### src/rtl/vec_dot_arbiter_pkg.sv
// vec_dot_pkg: shared types and constants for the vec_dot arbiter slice.
// Revision 1.0
`default_nettype none
package vec_dot_pkg;
  localparam int VEC_DOT_LATENCY = 33;
  localparam int VEC_SIZE        = 32;
  localparam int NREQ_DEFAULT    = 4;

  typedef logic [2:0][VEC_SIZE-1:0]         vec3_t;
  typedef logic [$clog2(NREQ_DEFAULT)-1:0] tag_t;

  // Round-robin successor of index g among n requesters.
  function automatic int rr_next(input int g, input int n);
    return (g + 1 >= n) ? 0 : g + 1;
  endfunction
endpackage
`default_nettype wire

### src/rtl/vec_dot_arbiter_tag.sv
// tag_fifo: synchronous first-word-fall-through FIFO of requester tags.
// Revision 1.0
`default_nettype none
module tag_fifo #(
  parameter int WIDTH = 2,
  parameter int DEPTH = 40
) (
  input  logic             clk,
  input  logic             rst,
  input  logic             i_push,
  input  logic [WIDTH-1:0] i_din,
  input  logic             i_pop,
  output logic [WIDTH-1:0] o_dout,
  output logic             o_full,
  output logic             o_empty
);
  localparam int PW = $clog2(DEPTH);
  localparam int CW = $clog2(DEPTH + 1);

  logic [WIDTH-1:0] r_mem [DEPTH];
  logic [PW-1:0]    r_wr;
  logic [PW-1:0]    r_rd;
  logic [CW-1:0]    r_cnt;
  logic             w_push;
  logic             w_pop;

  assign o_empty = (r_cnt == '0);
  assign o_full  = (r_cnt == CW'(DEPTH));
  assign o_dout  = r_mem[r_rd];
  assign w_push  = i_push && !o_full;
  assign w_pop   = i_pop && !o_empty;

  always_ff @(posedge clk) begin
    if (w_push) r_mem[r_wr] <= i_din;
  end

  // Depth need not be a power of two, so pointers wrap explicitly.
  always_ff @(posedge clk) begin
    if (rst) begin
      r_wr  <= '0;
      r_rd  <= '0;
      r_cnt <= '0;
    end else begin
      if (w_push) r_wr <= (r_wr == PW'(DEPTH - 1)) ? '0 : r_wr + PW'(1);
      if (w_pop)  r_rd <= (r_rd == PW'(DEPTH - 1)) ? '0 : r_rd + PW'(1);
      case ({w_push, w_pop})
        2'b10:   r_cnt <= r_cnt + CW'(1);
        2'b01:   r_cnt <= r_cnt - CW'(1);
        default: r_cnt <= r_cnt;
      endcase
    end
  end
endmodule
`default_nettype wire

### src/rtl/vec_dot_arbiter.sv
// vec_dot_arbiter: round-robin share of one vec_dot unit, results routed back by tag.
// Optional counters via VEC_DOT_ARB_STATS_EN. Revision 1.0
`default_nettype none
module vec_dot_arbiter
  import vec_dot_pkg::*;
#(
  parameter int SIZE    = 32,
  parameter int NREQ    = 4,
  parameter int MAX_OUT = 40
) (
  input  logic                           aclk,
  input  logic                           rst,
  input  logic [NREQ-1:0][2:0][SIZE-1:0] s_axis_a_tdata,
  input  logic [NREQ-1:0][2:0][SIZE-1:0] s_axis_b_tdata,
  input  logic [NREQ-1:0]                s_axis_tvalid,
  output logic [NREQ-1:0]                s_axis_tready,
  output logic [SIZE-1:0]                m_axis_result_tdata,
  output logic [NREQ-1:0]                m_axis_result_tvalid,
  input  logic [NREQ-1:0]                m_axis_result_tready,
  output logic [2:0][SIZE-1:0]           dot_a_tdata,
  output logic [2:0][SIZE-1:0]           dot_b_tdata,
  output logic                           dot_tvalid,
  input  logic                           dot_tready,
  input  logic [SIZE-1:0]                dot_result_tdata,
  input  logic                           dot_result_tvalid,
  output logic                           dot_result_tready,
  output logic                           err_orphan
`ifdef VEC_DOT_ARB_STATS_EN
  ,
  output logic [NREQ-1:0][31:0]          grant_cnt,
  output logic [31:0]                    stall_cnt
`endif
);
  localparam int TW = (NREQ > 1) ? $clog2(NREQ) : 1;
  localparam int CW = $clog2(MAX_OUT + 1);

  logic [TW-1:0] r_rr_ptr;
  logic [CW-1:0] r_out_cnt;
  logic          r_err_orphan;
  logic [TW-1:0] w_grant;
  logic [TW-1:0] w_head;
  logic          w_any_valid;
  logic          w_issue_ok;
  logic          w_issue;
  logic          w_fifo_full;
  logic          w_fifo_empty;
  logic          w_retire;
  logic          w_orphan;

  // Descending scan so the valid requester closest to r_rr_ptr wins.
  always_comb begin
    int idx;
    idx         = 0;
    w_grant     = '0;
    w_any_valid = 1'b0;
    for (int k = NREQ - 1; k >= 0; k--) begin
      idx = int'(r_rr_ptr) + k;
      if (idx >= NREQ) idx = idx - NREQ;
      if (s_axis_tvalid[idx]) begin
        w_grant     = TW'(idx);
        w_any_valid = 1'b1;
      end
    end
  end

  assign w_issue_ok = !rst && dot_tready && (r_out_cnt < CW'(MAX_OUT)) && !w_fifo_full;
  assign w_issue    = w_issue_ok && w_any_valid;

  always_comb begin
    s_axis_tready = '0;
    if (w_issue) s_axis_tready[w_grant] = 1'b1;
  end

  assign dot_tvalid  = w_issue;
  assign dot_a_tdata = s_axis_a_tdata[w_grant];
  assign dot_b_tdata = s_axis_b_tdata[w_grant];

  // Return side: a stalled owner stalls vec_dot; tagless results are always drained.
  assign m_axis_result_tdata = dot_result_tdata;
  assign dot_result_tready   = !rst && (w_fifo_empty ? 1'b1 : m_axis_result_tready[w_head]);
  assign w_retire = dot_result_tvalid && dot_result_tready && !w_fifo_empty;
  assign w_orphan = dot_result_tvalid && !rst && w_fifo_empty;

  always_comb begin
    m_axis_result_tvalid = '0;
    if (dot_result_tvalid && !w_fifo_empty && !rst) m_axis_result_tvalid[w_head] = 1'b1;
  end

  always_ff @(posedge aclk) begin
    if (rst) begin
      r_rr_ptr     <= '0;
      r_out_cnt    <= '0;
      r_err_orphan <= 1'b0;
    end else begin
      if (w_issue) r_rr_ptr <= TW'(rr_next(int'(w_grant), NREQ));
      case ({w_issue, w_retire})
        2'b10:   r_out_cnt <= r_out_cnt + CW'(1);
        2'b01:   r_out_cnt <= r_out_cnt - CW'(1);
        default: r_out_cnt <= r_out_cnt;
      endcase
      if (w_orphan) r_err_orphan <= 1'b1;
    end
  end

  assign err_orphan = r_err_orphan;

  tag_fifo #(
    .WIDTH (TW),
    .DEPTH (MAX_OUT)
  ) u_tag_fifo (
    .clk     (aclk),
    .rst     (rst),
    .i_push  (w_issue),
    .i_din   (w_grant),
    .i_pop   (w_retire),
    .o_dout  (w_head),
    .o_full  (w_fifo_full),
    .o_empty (w_fifo_empty)
  );

`ifdef VEC_DOT_ARB_STATS_EN
  logic [NREQ-1:0][31:0] r_grant_cnt;
  logic [31:0]           r_stall_cnt;

  always_ff @(posedge aclk) begin
    if (rst) begin
      r_grant_cnt <= '0;
      r_stall_cnt <= '0;
    end else begin
      if (w_issue) r_grant_cnt[w_grant] <= r_grant_cnt[w_grant] + 32'd1;
      if (w_any_valid && !w_issue_ok) r_stall_cnt <= r_stall_cnt + 32'd1;
    end
  end

  assign grant_cnt = r_grant_cnt;
  assign stall_cnt = r_stall_cnt;
`endif
endmodule
`default_nettype wire

### config.mk
export PLATFORM = sky130hd
export DESIGN_NAME = vec_dot_arbiter
export DESIGN_NICKNAME = d
export VERILOG_FILES = /design/src/rtl/vec_dot_arbiter_pkg.sv /design/src/rtl/vec_dot_arbiter_tag.sv /design/src/rtl/vec_dot_arbiter.sv
export SDC_FILE = /design/constraint.sdc
export NUM_CORES = 1
export LEC_CHECK = 0
export BUFFER_PORTS_ARGS = -buffer_cell sky130_fd_sc_hd__buf_2
export CAP_MARGIN = 20
export CORE_AREA = 5 5 406 408
export CTS_BUF_LIST = sky130_fd_sc_hd__clkbuf_16
export DETAILED_ROUTE_END_ITERATION = 7
export DIE_AREA = 0 0 411 413
export PLACE_DENSITY = 0.3
export SLEW_MARGIN = 15
export SYNTH_ARGS = -nofsm -noshare
export SYNTH_HDL_FRONTEND = slang
export SYNTH_HIERARCHICAL = 1
export SYNTH_SLANG_ARGS = --single-unit
### constraint.sdc
create_clock -name aclk -period 5.41 [get_ports aclk]
set_input_delay 1.082 -clock aclk [delete_from_list [all_inputs] [get_ports aclk]]
set_output_delay 1.082 -clock aclk [all_outputs]
set_load 0.01 [all_outputs]
==> flow_metrics.env, run 1 <==
export IMPL_vias=16100
export IMPL_drt_total_wl_um=115000
export IMPL_final_nets=3238
export IMPL_dpl_hpwl_um=99900
export IMPL_grt_setup_unrepaired="no"
export IMPL_multiInputGateArea_mm2=0.00688
export IMPL_hold_violations=0
export IMPL_grt_overflow=0
export IMPL_syn_inst=1530
export IMPL_gp_congestion=0.947
export IMPL_wl_met2_um=51300
export IMPL_final_setup_tns_ns=0
export IMPL_wl_per_cell_um=24.8
export IMPL_die_w_um=411
export IMPL_grt_max_degree=117
export IMPL_io_pins=1047
export IMPL_initial_core_util_pct=6.78
export IMPL_synth_top_area_share_pct=22.0
export IMPL_hold_path_class="flop to flop"
export IMPL_synth_most_common_cell="nand2_1"
export IMPL_crit_path_end_kind="output port"
export IMPL_arrival_ns=3.60
export IMPL_viasPerCell=3.49
export IMPL_max_cap_viol_count=0
export IMPL_synth_seq_cells=113
export IMPL_die_h_um=413
export IMPL_hold_buffers=0
export IMPL_max_slew_margin_rel_pct=36.4
export IMPL_fillers=19100
export IMPL_drt_iter0_drc=1038
export IMPL_timing_final_max_slew_violations=0
export IMPL_critPathKind="primary input to output port"
export IMPL_p_leak_nw=8.25
export IMPL_antenna_left=0
export IMPL_worstPathRequired_ns=4.33
export IMPL_synth_area_per_cell_um2=7.15
export IMPL_setup_viol=0
export IMPL_cts_max_level=4
export IMPL_cts_setup_buffers=0
export IMPL_clockBufferDepth=2
export IMPL_fin_skew_ns=0.0104
export IMPL_worstPathMaxFanout=87
export IMPL_dr_wl_met3_um=12800
export IMPL_synthArstFlopShare_pct=0
export IMPL_cts_tree="yes"
export IMPL_yosysWarnings=6
export IMPL_tightest_slew_ns=0.954
export IMPL_grt_pass1_vias=16100
export IMPL_cts_root_buf="clkbuf_16"
export IMPL_startpoint_type="primary input"
export IMPL_synth_area_leaders="edfxtp_1 22%, nand2_1 20%, a32oi_1 15%, a21oi_1 9.5%, dfxtp_1 6.0%"
export IMPL_port_buffers=982
export IMPL_irDropWorstVdd_uv=213
export IMPL_fin_crit_sh_pct=86.5
export IMPL_drc=0
export IMPL_synth_area_mm2=0.0109
export IMPL_placed_cell_area_mm2=0.0182
export IMPL_regArea_mm2=0.00306
export IMPL_status="complete, no violations"
export IMPL_synth_commonest_cells="597 x nand2_1, 208 x a21oi_1, 193 x a32oi_1"
export IMPL_worstHoldStart="err_orphan"
export IMPL_cts_buffers=17
export IMPL_antenna_found_initial=104
export IMPL_min_period_ns=4.68
export IMPL_synth_ff_type="edfxtp_1"
export IMPL_grt_usage_pct=12.5
export IMPL_path_clk_slew_ns=0.05
export IMPL_layout_drive_gt1_share_pct=45.3
export IMPL_placementRows=148
export IMPL_final_area_mm2=0.0189
export IMPL_clk_latency_ns=0.41
export IMPL_synthesis_nets=2358
export IMPL_dieArea_mm2=0.170
export IMPL_synth_edff_count=80
export IMPL_yosysTopAreaCell="edfxtp_1"
export IMPL_max_freq_mhz=214
export IMPL_coreArea_mm2=0.161
export IMPL_hold_path_depth=2
export IMPL_dr_pass1_iters=5
export IMPL_area_delta_synth_final_pct=72.9
export IMPL_cts_resized_gates=0
export IMPL_clock_sinks=113
export IMPL_wl_met1_um=47200
export IMPL_power_density_mw_per_mm2=228
export IMPL_reg2regPathDepth=16
export IMPL_cp_startpoint="s_axis_tvalid[0]"
export IMPL_top_layer="met5"
export IMPL_ys_types=59
export IMPL_yosysSeqAreaShare_pct=28.0
export IMPL_grt_pass1_wl_um=146000
## through the flow
step / hold WS [ns] / util [%] / power (mW) / std cells / setup slack, ns
final: 0.494 / 11.7 / 4.31 / 4626 / 0.729
after global routing: 0.561 / 11.7 / 4.54 / 4609 / 0.383
after CTS: 0.510 / 11.7 / 4.35 / 4598 / 0.729
after detailed placement: 0.497 / 11.3 / 3.05 / 4566 / 0.733
after global placement: 0.489 / 11.3 / 3.06 / 4566 / 0.680
after floorplan: 0.459 / - / 1.91 / 1530 / 1.06
## cell usage in the layout (no fill, tap or decap), drive strengths merged, types with 7 or more instances in the layout
| cell type | netlist | routed |
|---|---|---|
| buf | 144 | 1036 |
| nand2 | 597 | 597 |
| a21oi | 208 | 208 |
| a32oi | 193 | 193 |
| edfxtp | 80 | 80 |
| nor2 | 69 | 69 |
| dfxtp | 33 | 33 |
| diode | 0 | 28 |
| mux2i | 22 | 22 |
| mux4 | 17 | 17 |
| clkbuf | 31 | 17 |
| ha | 15 | 15 |
| nor2b | 12 | 12 |
| inv | 6 | 12 |
| xor2 | 11 | 11 |
| o21ai | 11 | 11 |
| nand3 | 8 | 8 |
| and2 | 7 | 7 |
## final timing paths
path,endpoint,slack [ns]
max,dot_a_tdata[38],0.73
min reg2reg,err_orphan,0.49
max reg2reg,u_tag_fifo/r_cnt[4],0.80
min,err_orphan,0.49
## kinds of logic after synthesis
group,share of synthesized area [%]
xor+xnor,1.36
compound gates,27.5
buf+inv,9.12
fa+ha+maj,1.90
simple gates,26.4
flops,28.0
mux,5.72
## flip-flops by register name, summed over array words and instances, names as in the netlist, named ones only
register          cells
r_out_cnt             6
u_tag_fifo/r_wr       6
r_rr_ptr              2
err_orphan            1
u_tag_fifo/r_cnt      6
u_tag_fifo/r_rd       6
u_tag_fifo/r_mem     80
## final cells by class
cell class | count | area share (%)
diodes | 28 | 0.371
clock buffers | 17 | 2.25
clock inverters | 15 | 1.34
inverters | 7 | 0.265
multi-input cells | 1235 | 36.4
flip-flops and latches | 113 | 16.2
well taps | 2175 | 14.4
repair buffers | 1036 | 28.8
## power by group
group,total (mW),switching (mW),internal (mW)
sequential,0.955,0.00926,0.946
combinational,2.06,1.34,0.723
clock,1.29,0.420,0.869
total,4.31,1.77,2.54
## per-layer routing
layer / vias up / global-route usage [%]
li1: 7291 / -
met1: 7590 / 15.4
met2: 966 / 19.6
met3: 223 / 5.79
met4: 62 / 3.53
met5: - / 0
## critical path, cell delays in order
cell and delay [ns]:
buf_2 0.13, nor2b_1 0.14, o21bai_1 0.24, nand3_4 0.30, inv_16 0.38, buf_12 0.29
nand2_1 0.19, a32oi_1 0.42, buf_2 0.21
Power figures use the tool's default switching activity.
==> run 2: changes to the inputs <==
--- a/config.mk
+++ b/config.mk
@@ -7,10 +7,9 @@
 export LEC_CHECK = 0
 export BUFFER_PORTS_ARGS = -buffer_cell sky130_fd_sc_hd__buf_2
 export CAP_MARGIN = 20
-export CORE_AREA = 5 5 406 408
-export CTS_BUF_LIST = sky130_fd_sc_hd__clkbuf_16
+export CORE_AREA = 5 5 403 405
 export DETAILED_ROUTE_END_ITERATION = 7
-export DIE_AREA = 0 0 411 413
+export DIE_AREA = 0 0 408 410
 export PLACE_DENSITY = 0.3
 export SLEW_MARGIN = 15
 export SYNTH_ARGS = -nofsm -noshare
==> constraint.sdc (replaced) <==
create_clock -name aclk -period 6 [get_ports aclk]
set_input_delay 1.2 -clock aclk [delete_from_list [all_inputs] [get_ports aclk]]
set_output_delay 1.2 -clock aclk [all_outputs]
set_load 0.01 [all_outputs]
==> run 2 against run 1 <==
- global-route usage is 0.37 points lower
- cell count is 2.3% lower
- core utilization is 0.11 points higher
- register-to-register slack better by 0.07 ns
- critical path depth is 6 higher
- design area is 1.1% lower
- sequential power is 9.9% lower
- die area is 1.5% lower
- count of clock-buffer cells in the layout stayed put
- sequential share of layout area is 0.18 points higher
- clock skew hardly changed
==> flow_metrics.env, run 2 (synthesis results as in run 1) <==
export IMPL_status="complete, no violations"
export IMPL_final_setup_tns_ns=0
export IMPL_min_period_ns=5.13
export IMPL_crit_path_end_kind="flop"
export IMPL_hold_buffers=0
export IMPL_p_sw_mw=1.56
export IMPL_worst_hold_slack_ns=0.475
export IMPL_clockPowerShare_pct=28.8
export IMPL_grt_max_degree=120
export IMPL_critPathBufInv=2
export IMPL_cts_buffers=17
export IMPL_timing_final_max_slew_violations=0
export IMPL_finalPower_mw=3.77
export IMPL_clock_sinks=113
export IMPL_worstPathRequired_ns=6.34
export IMPL_hold_path_class="flop to flop"
export IMPL_worstPathCellList="buf_4, mux4_2, mux2i_1, a21oi_1, a22o_1, mux4_2, and2_1, a21boi_1, ha_1, buf_4, or4b_4, o22ai_1, a32oi_1, or3_1, a21oi_1"
export IMPL_dpl_hpwl_um=95000
export IMPL_irDropWorstVdd_uv=178
export IMPL_critPathKind="flop to flop"
export IMPL_drt_iter0_drc=1140
export IMPL_startpoint_type="flop"
export IMPL_max_freq_mhz=195
export IMPL_clockBufferDepth=2
export IMPL_cts_root_buf="clkbuf_16"
export IMPL_placed_cell_area_mm2=0.0180
export IMPL_io_pins=1047
export IMPL_final_area_mm2=0.0187
export IMPL_fin_crit_sh_pct=85.5
export IMPL_critPathMaxStageDelay_ns=0.67
export IMPL_initial_core_util_pct=6.92
export IMPL_grt_pass1_vias=16000
export IMPL_viasPerCell=3.52
export IMPL_cts_setup_buffers=0
export IMPL_largest_reg_flops=80
export IMPL_gp_congestion=0.955
export IMPL_seqPwrFrac_pct=22.8
export IMPL_die_h_um=410
export IMPL_crit_path_top_delay_cell="a21boi_1"
export IMPL_switching_share_pct=41.5
export IMPL_layout_drive_gt1_share_pct=45.0
export IMPL_antenna_found_initial=91
export IMPL_p_leak_nw=8.17
export IMPL_final_cell_mix="982 x buf_2, 597 x nand2_1, 208 x a21oi_1"
export IMPL_arrival_ns=5.47
export IMPL_setup_viol=0
export IMPL_area_delta_synth_final_pct=71.1
export IMPL_fin_skew_ns=0.0105
export IMPL_wl_per_cell_um=24.1
export IMPL_port_buffers=982
export IMPL_max_cap_viol_count=0
export IMPL_final_setup_worst_slack_ns=0.871
export IMPL_hold_violations=0
export IMPL_worstPathMaxFanout=20
export IMPL_combPwrFrac_pct=48.3
export IMPL_clk_latency_ns=0.42
export IMPL_die_w_um=408
export IMPL_path_clk_slew_ns=0.06
export IMPL_crit_family="compound AO/OA/AOI/OAI gates"
export IMPL_dr_pass1_iters=5
export IMPL_grt_pass1_wl_um=142000
export IMPL_grt_setup_unrepaired="no"
export IMPL_dieArea_mm2=0.167
export IMPL_utilization_pct=11.8
export IMPL_vias=15900
export IMPL_antenna_left=0
export IMPL_placementRows=146
export IMPL_power_density_mw_per_mm2=201
export IMPL_cts_resized_gates=0
export IMPL_max_slew_margin_rel_pct=39.4
export IMPL_dp_cells=4451
export IMPL_regMostFlops="u_tag_fifo/r_mem"
export IMPL_coreArea_mm2=0.158
export IMPL_place_ws_ns=0.850
export IMPL_final_common_cell="buf_2"
export IMPL_grt_usage_pct=12.2
export IMPL_fin_cells=4521
export IMPL_cts_max_level=4
export IMPL_drt_total_wl_um=109000
export IMPL_grt_overflow=0
export IMPL_drc=0
export IMPL_final_nets=3226
export IMPL_tightest_slew_ns=0.908
export IMPL_cts_tree="yes"
export IMPL_p_int_mw=2.20
run 2: cell types whose count changed in the layout (fill, tap and decap cells not counted), sizes merged:
cell	change
buf	-12
diode	+10
bufinv	-2
clkinv	+2
clkinvlp	+1
inv	-1
run 2: final timing paths:
check / slack, ns / from / cells after the start / to
worst max register to register: 0.87 / flop / 15 / u_tag_fifo/r_cnt[5]
worst min-delay path: 0.48 / err_orphan / 2 / err_orphan
worst min register to register: 0.48 / err_orphan / 2 / err_orphan
worst max-delay path: 0.87 / flop / 15 / u_tag_fifo/r_cnt[5]
run 2: worst reg2reg max path, cell delays in order (launching register included):
cell and delay (ns):
dfxtp_1 0.47, buf_4 0.40, mux4_2 0.55, mux2i_1 0.20, a21oi_1 0.14, a22o_1 0.34
mux4_2 0.38, and2_1 0.18, a21boi_1 0.67, ha_1 0.32, buf_4 0.18, or4b_4 0.47
o22ai_1 0.18, a32oi_1 0.13, or3_1 0.33, a21oi_1 0.14
run 2: cell type report:
class | instances | area [µm²]
inverters | 7 | 50.0
multi-input cells | 1235 | 6880
diodes | 38 | 95.1
repair buffers | 1024 | 5390
clock inverters | 15 | 205
well taps | 2072 | 2590
fillers | 18600 | 139000
clock buffers | 17 | 425
flip-flops and latches | 113 | 3060
run 2: metal layers:
layer	GRT usage (%)	share of wire, %	up-vias	wire length (µm)
li1	-	-	7289	-
met4	2.82	2.8	64	3000
met2	19.8	45	835	49500
met1	15.1	42	7565	45400
met5	0	0.37	-	401
met3	4.92	9.7	183	10600
run 2: power by group through the flow:
stage	Clock, mW	Sequential (mW)	Combinational, mW
global placement	0	0.877	1.85
CTS	1.11	0.860	1.85
floorplan	0	0.875	0.850
detailed placement	0	0.877	1.85
global route	1.15	0.861	1.97
finish	1.09	0.860	1.82
==> run 3: changes to the inputs <==
--- a/config.mk
+++ b/config.mk
@@ -7,9 +7,9 @@
 export LEC_CHECK = 0
 export BUFFER_PORTS_ARGS = -buffer_cell sky130_fd_sc_hd__buf_2
 export CAP_MARGIN = 20
-export CORE_AREA = 5 5 403 405
+export CORE_AREA = 2 2 402 404
 export DETAILED_ROUTE_END_ITERATION = 7
-export DIE_AREA = 0 0 408 410
+export DIE_AREA = 0 0 404 406
 export PLACE_DENSITY = 0.3
 export SLEW_MARGIN = 15
 export SYNTH_ARGS = -nofsm -noshare
==> constraint.sdc (replaced) <==
create_clock -name aclk -period 4.47 [get_ports aclk]
set_input_delay 0.894 -clock aclk [delete_from_list [all_inputs] [get_ports aclk]]
set_output_delay 0.894 -clock aclk [all_outputs]
set_load 0.01 [all_outputs]
==> run 3 against run 2 <==
- non-clock buffer count up 49
- largest cell class unchanged
- critical path depth unchanged
- combinational power up 44%
- via count up 1.5%
==> flow_metrics.env, run 3 (synthesis results as in run 1) <==
export IMPL_gp_congestion=0.903
export IMPL_grt_pass1_wl_um=144000
export IMPL_cts_root_buf="clkbuf_16"
export IMPL_hold_path_class="flop to flop"
export IMPL_coreArea_mm2=0.160
export IMPL_p_leak_nw=8.43
export IMPL_worst_path_stages=15
export IMPL_largest_reg_flops=80
export IMPL_fin_skew_ns=0.00961
export IMPL_path_clk_slew_ns=0.06
export IMPL_final_nets=3275
export IMPL_worstHoldStart="err_orphan"
export IMPL_initial_core_util_pct=6.85
export IMPL_critPathMaxStageDelay_ns=0.51
export IMPL_antenna_found_initial=118
export IMPL_grt_max_degree=101
export IMPL_io_pins=1047
export IMPL_port_buffers=982
export IMPL_viasPerCell=3.52
export IMPL_final_cell_mix="978 x buf_2, 597 x nand2_1, 208 x a21oi_1"
export IMPL_rrSetupSlack_ns=0.25
export IMPL_worstPathMaxFanout=9
export IMPL_worstPathRequired_ns=4.82
export IMPL_dr_pass1_iters=5
export IMPL_regArea_mm2=0.00306
export IMPL_clockBufferDepth=2
export IMPL_grt_pass1_vias=15700
export IMPL_irDropWorstVdd_uv=255
export IMPL_cts_max_level=4
export IMPL_dieArea_mm2=0.164
export IMPL_crit_path_end_kind="flop"
export IMPL_clock_sinks=113
export IMPL_max_freq_mhz=237
export IMPL_drc=0
export IMPL_area_delta_synth_final_pct=75.2
export IMPL_regMostFlops="u_tag_fifo/r_mem"
export IMPL_hold_violations=0
export IMPL_hold_buffers=0
export IMPL_critPathKind="flop to flop"
export IMPL_power_density_mw_per_mm2=270
export IMPL_min_period_ns=4.22
export IMPL_reg2regPathDepth=15
export IMPL_max_slew_margin_rel_pct=56.0
export IMPL_multiInputGateArea_mm2=0.00689
export IMPL_layout_drive_gt1_share_pct=46.1
export IMPL_drt_iter0_drc=1198
export IMPL_final_setup_tns_ns=0
export IMPL_cts_tree="yes"
export IMPL_tightest_slew_ns=0.661
export IMPL_critPathBufInv=2
export IMPL_grt_usage_pct=13.0
export IMPL_placementRows=147
export IMPL_arrival_ns=4.57
export IMPL_worstPathCellList="buf_6, mux4_2, a2111oi_2, a21oi_1, a22o_1, mux4_2, and2_1, a21boi_1, ha_1, buf_4, or4b_4, o22ai_1, a32oi_1, or3_1, a21oi_1"
export IMPL_vias=16200
export IMPL_grt_setup_unrepaired="no"
export IMPL_reg2reg_to="u_tag_fifo/r_cnt[5]"
export IMPL_final_common_cell="buf_2"
export IMPL_hold_path_endpoint="err_orphan"
export IMPL_hold_path_depth=2
export IMPL_die_h_um=406
export IMPL_cts_buffers=17
export IMPL_antenna_left=0
export IMPL_grt_overflow=0
export IMPL_startpoint_type="flop"
export IMPL_crit_path_top_delay_cell="mux4_2"
export IMPL_crit_family="compound AO/OA/AOI/OAI gates"
export IMPL_fillers=18900
export IMPL_setup_viol=0
export IMPL_status="complete, no violations"
export IMPL_fin_crit_sh_pct=94.5
export IMPL_timing_final_max_slew_violations=0
export IMPL_max_cap_viol_count=0
export IMPL_dpl_hpwl_um=101000
export IMPL_clk_latency_ns=0.42
export IMPL_drt_total_wl_um=114000
export IMPL_finalPower_mw=5.17
export IMPL_die_w_um=404
export IMPL_wl_per_cell_um=24.8
==> run 3: cell types whose count changed in the layout (fill, tap and decap cells not counted), moves of 4 or more <==
cell and change:
buf_2 -4, diode_2 +9, buf_12 +4, buf_4 +48
==> run 3: routing by layer <==
| layer | GRT usage, % | wire [µm] | up-vias |
|---|---|---|---|
| li1 | - | - | 7402 |
| met1 | 16.5 | 47300 | 7588 |
| met2 | 18.6 | 47100 | 938 |
| met3 | 7.25 | 16100 | 198 |
| met4 | 3.93 | 3370 | 44 |
| met5 | 0 | 288 | - |
==> run 3: per-stage QoR <==
stage | instances | util [%] | setup WS, ns | area [µm²] | hold WS [ns]
after global routing | 4556 | 11.9 | 0.0163 | 19100 | 0.519
after detailed placement | 4514 | 11.5 | 0.0887 | 18400 | 0.482
final | 4593 | 12.0 | 0.247 | 19200 | 0.479
after CTS | 4546 | 11.9 | 0.0682 | 19000 | 0.496
after floorplan | 1530 | - | 0.125 | 10900 | 0.459
after global placement | 4514 | 11.5 | 0.0846 | 18400 | 0.466
==> run 3: repair_timing <==
action	4_1_cts	5_1_grt
endpoints found under the setup margin	0	5
setup buffers	0	0
gates resized for setup	0	3
==> run 3: area by class of cell <==
class | instances | area share, %
well taps | 2086 | 13.6
inverters | 7 | 0.261
multi-input cells | 1235 | 35.9
clock inverters | 15 | 0.940
diodes | 47 | 0.614
clock buffers | 17 | 2.22
repair buffers | 1073 | 30.4
flip-flops and latches | 113 | 16.0
==> run 3: worst max-delay path by stage <==
| stage | from | end | slack (ns) |
|---|---|---|---|
| final | flop | u_tag_fifo/r_cnt[5] | 0.25 |
| after global routing | flop | u_tag_fifo/r_cnt[5] | 0.02 |
| after CTS | flop | u_tag_fifo/r_cnt[5] | 0.07 |
| after detailed placement | flop | u_tag_fifo/r_cnt[5] | 0.09 |
| after global placement | flop | u_tag_fifo/r_cnt[5] | 0.08 |
| after floorplan | flop | u_tag_fifo/r_cnt[4] | 0.12 |
==> run 3: worst register-to-register path: stages (launching register included) <==
cell and delay [ns]:
dfxtp_2 0.38, buf_6 0.17, mux4_2 0.51, a2111oi_2 0.36, a21oi_1 0.08, a22o_1 0.30, mux4_2 0.36, and2_1 0.18
a21boi_1 0.22, ha_1 0.21, buf_4 0.17, or4b_4 0.47, o22ai_1 0.16, a32oi_1 0.13, or3_1 0.32, a21oi_1 0.14
==> run 3: power by group <==
group | internal [mW] | leakage (nW) | switching (mW)
logic | 0.945 | 7.14 | 1.67
registers | 1.14 | 0.995 | 0.0106
clock network | 0.882 | 0.294 | 0.519
